File: config.mk
export PLATFORM = sky130hd
export DESIGN_NAME = uc_control
export DESIGN_NICKNAME = d
export VERILOG_FILES = /design/src/rtl/uc_control.sv
export SDC_FILE = /design/constraint.sdc
export NUM_CORES = 1
export LEC_CHECK = 0
export CELL_PAD_IN_SITES_DETAIL_PLACEMENT = 1
export CELL_PAD_IN_SITES_GLOBAL_PLACEMENT = 2
export CORE_MARGIN = 4
export CORE_UTILIZATION = 25
export DETAILED_ROUTE_END_ITERATION = 6
export PLACE_DENSITY = 0.86
export SYNTH_ARGS = -nofsm -noshare
export SYNTH_HDL_FRONTEND = slang
export SYNTH_SLANG_ARGS = --single-unit
File: constraint.sdc
create_clock -name clk -period 1.85 [get_ports clk]
set_clock_uncertainty 0.1 [all_clocks]
set_input_delay 0.37 -clock clk [delete_from_list [all_inputs] [get_ports clk]]
set_output_delay 0.37 -clock clk [all_outputs]
set_load 0.1 [all_outputs]
File: src/rtl/uc_control.sv
// uc_control: sequencing control unit for the 8-bit microc datapath.
// Decodes the current opcode into datapath strobes, adds run / single-step /
// halt sequencing through a PC-enable output, and counts executed instructions.
module uc_control #(
    parameter int unsigned CNT_W = 16
) (
    input  logic             clk,
    input  logic             reset,
    input  logic [5:0]       opcode,
    input  logic             z,
    input  logic             step_mode,
    input  logic             step_req,
    output logic             s_inc,
    output logic             s_inm,
    output logic             we3,
    output logic             wez,
    output logic [2:0]       op,
    output logic             pc_en,
    output logic             halted,
    output logic [CNT_W-1:0] instr_count
);

    typedef enum logic [1:0] {
        StBoot,
        StRun,
        StStepWait,
        StHalt
    } state_t;

    localparam logic [5:0] OpcHalt = 6'b001000;

    state_t           r_state;
    state_t           w_state_next;
    logic             r_step_req_q;
    logic [CNT_W-1:0] r_count;
    logic             w_step_edge;
    logic             w_exec;
    logic             w_is_halt;
    logic             w_count_sat;

    assign w_step_edge = step_req & ~r_step_req_q;
    assign w_count_sat = &r_count;
    assign halted      = (r_state == StHalt);
    assign instr_count = r_count;

    // State, step-request history and instruction counter
    always_ff @(posedge clk or negedge reset) begin
        if (!reset) begin
            r_state      <= StBoot;
            r_step_req_q <= 1'b0;
            r_count      <= '0;
        end else begin
            r_state      <= w_state_next;
            r_step_req_q <= step_req;
            if (w_exec && !w_count_sat) begin
                r_count <= r_count + {{(CNT_W-1){1'b0}}, 1'b1};
            end
        end
    end

    // Mealy decode of the strobes plus next-state selection
    always_comb begin
        s_inc        = 1'b1;
        s_inm        = 1'b0;
        we3          = 1'b0;
        wez          = 1'b0;
        op           = 3'b000;
        pc_en        = 1'b0;
        w_is_halt    = (opcode == OpcHalt);
        w_exec       = (r_state == StRun) || ((r_state == StStepWait) && w_step_edge);
        w_state_next = r_state;

        if (w_exec) begin
            // HALT executes but must not advance the PC
            pc_en = ~w_is_halt;
            if (opcode[5]) begin
                op  = opcode[4:2];
                we3 = 1'b1;
                wez = 1'b1;
            end else if (opcode[5:2] == 4'b0001) begin
                we3   = 1'b1;
                s_inm = 1'b1;
            end else begin
                case (opcode)
                    6'b000001: s_inc = 1'b0;
                    6'b000010: s_inc = ~z;
                    6'b000011: s_inc = z;
                    default:   s_inc = 1'b1;
                endcase
            end
        end

        case (r_state)
            StBoot: begin
                w_state_next = step_mode ? StStepWait : StRun;
            end
            StRun, StStepWait: begin
                if (w_exec && w_is_halt) begin
                    w_state_next = StHalt;
                end else begin
                    w_state_next = step_mode ? StStepWait : StRun;
                end
            end
            default: begin
                w_state_next = StHalt;
            end
        endcase
    end

endmodule

==> results of run 1 <==
[metrics by stage]
stage / utilization (%) / instance area, sq um
after floorplan: - / 1240
after global placement: 49.0 / 2020
after detailed placement: 49.0 / 2020
after CTS: 55.5 / 2280
after global routing: 60.0 / 2470
final: 60.0 / 2470
[registers in the layout (all words and copies together), names as in the netlist]
signal	count
r_step_req_q	1
instr_count	16
r_state	2
[layout make-up]
cell class / count / share of cell area (%)
flip-flops and latches: 19 / 20.7
multi-input cells: 79 / 35.2
well taps: 50 / 2.53
clock buffers: 3 / 1.67
inverters: 2 / 0.304
clock inverters: 1 / 0.203
repair buffers: 73 / 39.4
[cells in the final DEF, fill, tap and decap left out, types with 3 or more instances in the layout]
cell type / n
nand4_1: 3
xor2_1: 15
buf_12: 28
buf_4: 26
nand2_1: 9
nor3_4: 7
buf_6: 7
clkdlybuf4s50_1: 6
dfrtp_4: 6
clkbuf_8: 3
dfrtp_1: 3
clkdlybuf4s15_1: 3
dfrtp_2: 10
nor2_4: 3
nor4_4: 5
ha_4: 4
nor2_1: 3
[critical path: stages (launching register included)]
cell and delay [ns]:
dfrtp_1 0.39, inv_2 0.07, ha_4 0.15, and3b_2 0.23, or2_4 0.26, and2_4 0.15
a21o_4 0.19, buf_12 0.16
[kinds of logic after synthesis]
logic type                 count (synthesis)  synth area share, %
muxes                                      1                 1.03
DFF                                       19                 43.6
and+or+nand+nor                           52                 31.7
xor gates and xnor gates                  16                 12.9
buffers and inverters                      4                 2.18
adders and majority gates                  5                 5.74
AOI/OAI and AO/OA                          5                 2.87
[what timing repair did]
| item | CTS | global route |
|---|---|---|
| setup buffers | 12 | 11 |
| endpoints found under the setup margin | 11 | 24 |
| cloned | 0 | 1 |
| pin swaps | 9 | 25 |
| gates resized for setup | 34 | 19 |
[how the worst min path moves through the flow]
stage	end	slack, ns
6_report	instr_count[10]	0.36
5_1_grt	instr_count[9]	0.37
4_1_cts	instr_count[10]	0.37
3_5_place_dp	instr_count[15]	0.41
3_3_place_gp	instr_count[15]	0.40
2_1_floorplan	instr_count[12]	-0.03
[power by group through the flow]
stage                     clock network [mW]  registers (mW)  logic [mW]
after floorplan                            0            1.04       0.820
after global placement                     0           0.659        1.97
after detailed placement                   0           0.664        2.02
after CTS                              0.306           0.661        2.43
after global routing                   0.341           0.660        2.78
final                                  0.302           0.647        2.66
[metal layers]
layer | wire [um] | part of all wire, %
met5 | 0 | 0
met4 | 63 | 1.5
met3 | 110 | 2.6
met2 | 2380 | 56
met1 | 1710 | 40
==> results.txt, run 1 <==
Post-Synthesis Cell Area: 1090 sq um
Vias/cell: 4.79
Sequential power share: 18.0%
Vias: 1087
Clk network pwr share: 8.4%
Setup_tns: -3.40 ns
Period utilisation layout: 125%
Top_reg_cell synth: dfrtp_1
Final Wtd Congestion: 0.742
Clock root cell: clkbuf_8
Data required, critical path: 1.38 ns
First-pass DRT Iterations: 4
Final Hold Vio Count: 0
Netlist cell types: 31
Routed WL: 4260 um
Syn_area_per_cell: 10.7 sq um
Die span in y: 74.0 um
Sequential area share after synthesis: 43.6%
CTS tree: done
Startpoint class of the critical path: flop
FILL cells: 418
GRT met2 Usage: 29.0%
Max_slew headroom: 74.1%
Crit path DAT: 1.85 ns
Core area: 4120 sq um
YS warnings: 0
Vias in the first global route: 1262
Multi-input gate area: 868 sq um
Hpwl dp: 2690 um
Clock buffer depth: 2
Placed cell count: 204
Initial DRC count: 37
Setup Viol. Count Final: 14
Overall routing resource usage: 15.5%
R2R setup slack: -0.08 ns
Syn Inst Count: 102
First-pass GRT wire length: 6470 um
Non-Filler Instances: 227
Final worst path period need: 2.32 ns
Top cell type's share of synthesized area: 43.6%
GRT Residual Overflow: 0
Fin Hold WS: 0.356 ns
Pint: 1.84 mW
Post-DRT Antenna Nets: 0
Setup crit start: r_state[0]
Final Max Tran Viols: 0
Cell with the most instances after synthesis: dfrtp_1
Register bit total from synthesis: 19
Crit Path Max Fanout: 5
R2R cell count: 7
Final worst setup slack: -0.469 ns
CTS Sinks: 19
TritonCTS Buffers: 3
Slew @ Worst Pin: 0.388 ns
Critical R2R Launch: instr_count[0]
Status: finished with violations
CTS HTree Levels: 1
Worst VDD drop: 0.000973 V
Starting Density: 26.5%
Failing checks: setup timing
Syn-to-layout area delta: 127%
IO Count: 36
Worst-Skew Late Latency: 0.26 ns
Part of the power in combinational logic: 73.7%
R2r endpoint: instr_count[4]
ANT cells: 0
Gr busiest metal: met2
Sw Pwr: 1.76 mW
Total power: 3.60 mW
Setup WS pre-CTS: -0.519 ns
# port buffers: 35
Post-synth EDFFs: 0
Syn_nets: 118
MaxCap Viol Count: 0
Met1 usage: 18.8%
FF+latch area: 510 sq um
End of the critical path: we3
Share of layout cells above drive strength 1: 70.6%
Synth async-reset ratio: 100%
Post-synth top cells: 19 x dfrtp_1, 16 x xor2_1, 10 x nand2_1
Pin count of the biggest net entering global routing: 20
Die W: 74.0 um
Power Dens Cells: 1460 nW/um^2
WS Path Type: flop to output pin
Worst-path clk slew: 0.08 ns
DR WL/cell: 18.7 um
Routing usage on met3: 2.16%
HP Class: input pin to asynchronous set/reset pin
Residual DRC: 0
Rows: 23
RSZ-0062 raised after global routing: true
Number of antenna violations at the first check in global routing: 0
Hold buffer count at CTS: 0
Die area: 5480 sq um
NumNets Final: 194
Max Clk Rate: 431 MHz
LEAKAGE: 1.09 nW
Dominant cell type by area after synthesis: dfrtp_1
Area contributors post-synth: dfrtp_1 44%, xor2_1 13%, ha_1 5.7%
Critical Path Sink Type: output pin
Switching share of power: 48.9%
Note: power is estimated with default switching activity, not from simulation.
==> run 2: changes to the inputs <==
--- a/config.mk
+++ b/config.mk
@@ -5,10 +5,10 @@
 export SDC_FILE = /design/constraint.sdc
 export NUM_CORES = 1
 export LEC_CHECK = 0
-export CELL_PAD_IN_SITES_DETAIL_PLACEMENT = 1
-export CELL_PAD_IN_SITES_GLOBAL_PLACEMENT = 2
+export CELL_PAD_IN_SITES_DETAIL_PLACEMENT = 0
+export CELL_PAD_IN_SITES_GLOBAL_PLACEMENT = 1
 export CORE_MARGIN = 4
-export CORE_UTILIZATION = 25
+export CORE_UTILIZATION = 31
 export DETAILED_ROUTE_END_ITERATION = 6
 export PLACE_DENSITY = 0.86
 export SYNTH_ARGS = -nofsm -noshare
==> results.txt, run 2 (synthesis gave the netlist of run 1 again) <==
Status: finished with violations
Failing checks: setup timing
Commonest non-fill, non-tap cell in the layout: buf_4
Starting Density: 32.4% (+5.9 points)
Vias in the first global route: 1070 (-15%)
Vias/cell: 4.93 (+2.9%)
Worst-path clk slew: 0.11 ns (+0.03 ns)
Critical Path Sink Type: output pin
Setup_tns: -6.54 ns (-3.15 ns)
CTS HTree Levels: 1 (unchanged)
Worst VDD drop: 0.00141 V (+45%)
Startpoint class of the critical path: flop
LEAKAGE: 1.11 nW (+1.9%)
Data required, critical path: 1.38 ns (about the same)
Met3 wire len: 183 um (+66%)
Total power: 3.53 mW (-2.1%)
MaxCap Viol Count: 0 (unchanged)
CTS tree: done
Routed length on met2: 2020 um (-15%)
RSZ-0062 raised after global routing: true
DR WL/cell: 16.6 um (-11%)
WS Path Type: flop to output pin
Max_slew headroom: 72.3% (-1.7 points)
Clock buffer depth: 2 (unchanged)
HP Class: input pin to asynchronous set/reset pin
Overall routing resource usage: 14.8% (-0.71 points)
Post-DRT Antenna Nets: 0 (unchanged)
FILL cells: 231 (-45%)
First-pass GRT wire length: 5080 um (-21%)
Final Hold Vio Count: 0 (unchanged)
Die W: 67.3 um (-9.1%)
IO Count: 36 (unchanged)
Clock root cell: clkbuf_4
Power Dens Cells: 1460 nW/um^2 (-0.12%)
Pin count of the biggest net entering global routing: 20 (unchanged)
Core area: 3360 sq um (-18%)
Commonest non-fill, non-tap cells in the layout: 31 x buf_4, 27 x buf_12, 16 x xor2_1
Routed WL: 3790 um (-11%)
Initial DRC count: 25 (-32%)
First-pass DRT Iterations: 4 (unchanged)
Slew @ Worst Pin: 0.414 ns (+0.0262 ns)
M1 WL: 1540 um (-9.9%)
Vias: 1123 (+3.3%)
R2R setup slack: -0.42 ns (-0.34 ns)
TritonCTS Buffers: 3 (unchanged)
Max reg flops: 16 (unchanged)
Number of antenna violations at the first check in global routing: 0 (unchanged)
CTS Sinks: 19 (unchanged)
Hpwl dp: 2300 um (-14%)
Crit path DAT: 1.95 ns (+0.10 ns)
Crit Path Max Fanout: 3 (-2)
Max Clk Rate: 414 MHz (-4.1%)
Period utilisation layout: 131% (+5.4 points)
GRT Residual Overflow: 0 (unchanged)
Setup WS pre-CTS: -0.443 ns (+0.0767 ns)
Rows: 21 (-8.7%)
Worst-Skew Late Latency: 0.30 ns (+0.04 ns)
Final worst setup slack: -0.568 ns (-0.0996 ns)
Share of layout cells above drive strength 1: 69.2% (-1.4 points)
Final worst path period need: 2.42 ns (+0.0996 ns)
Max Used Layer: met4
NumNets Final: 199 (+2.6%)
Setup Viol. Count Final: 20 (+6)
Fin Hold WS: 0.283 ns (-0.0729 ns)
Die span in y: 67.3 um (-9.1%)
ANT cells: 0 (unchanged)
Residual DRC: 0 (unchanged)
Final Max Tran Viols: 0 (unchanged)
Final Wtd Congestion: 0.724 (-2.5%)
Syn-to-layout area delta: 122%
# port buffers: 35 (unchanged)
Die area: 4530 sq um (-17%)
run 2: path summary, 6_finish.rpt:
check	startpoint	end	cells after the start
setup reg to reg	r_state[0]	instr_count[1]	12
hold / removal	reset	instr_count[7]	2
min in group clk	instr_count[15]	instr_count[15]	1
hold reg to reg	instr_count[15]	instr_count[15]	1
max in group asynchronous	reset	instr_count[1]	2
setup / recovery	r_state[0]	s_inc	9
run 2: report_power, final:
part | internal, mW | switching, mW | total [mW]
clock network | 0.0842 | 0.132 | 0.216
registers | 0.523 | 0.123 | 0.646
logic | 1.21 | 1.46 | 2.67
run 2: area by class of cell:
class	instances	area, sq um	share of cell area (%)
sequential	19	510	21.1
multi-input combinational	79	818	33.8
tap	46	57.6	2.38
clock buffer	4	26.3	1.09
timing repair buffer	78	1000	41.3
inverter	2	7.51	0.310
run 2: metrics by stage:
| stage | cell area [sq um] | std cells | utilization [%] |
|---|---|---|---|
| floorplan | 1240 | 102 | - |
| CTS | 2090 | 207 | 62.1 |
| finish | 2420 | 228 | 71.9 |
| global route | 2420 | 228 | 71.9 |
| detailed placement | 2020 | 201 | 60.1 |
| global placement | 2020 | 201 | 60.1 |
run 2: per-layer routing:
metal  vias up  GRT usage (%)
met2        37           26.6
met1       558           18.0
met4         0           2.28
li1        520              -
met3         8           3.66
met5         -              0
run 2: worst max-delay path, cell delays in order (launching register included):
cell	delay (ns)
dfrtp_1	0.41
inv_2	0.07
ha_2	0.15
and3b_2	0.23
buf_12	0.11
nor2_4	0.04
nor4_4	0.22
buf_4	0.19
nand2_4	0.05
buf_12	0.17
run 2: repair_timing:
| item | 4_1_cts | 5_1_grt |
|---|---|---|
| pin swaps | 3 | 28 |
| setup endpoints to repair | 9 | 21 |
| hold buffers | 0 | 0 |
| setup buffers | 2 | 21 |
| resized for setup | 5 | 37 |
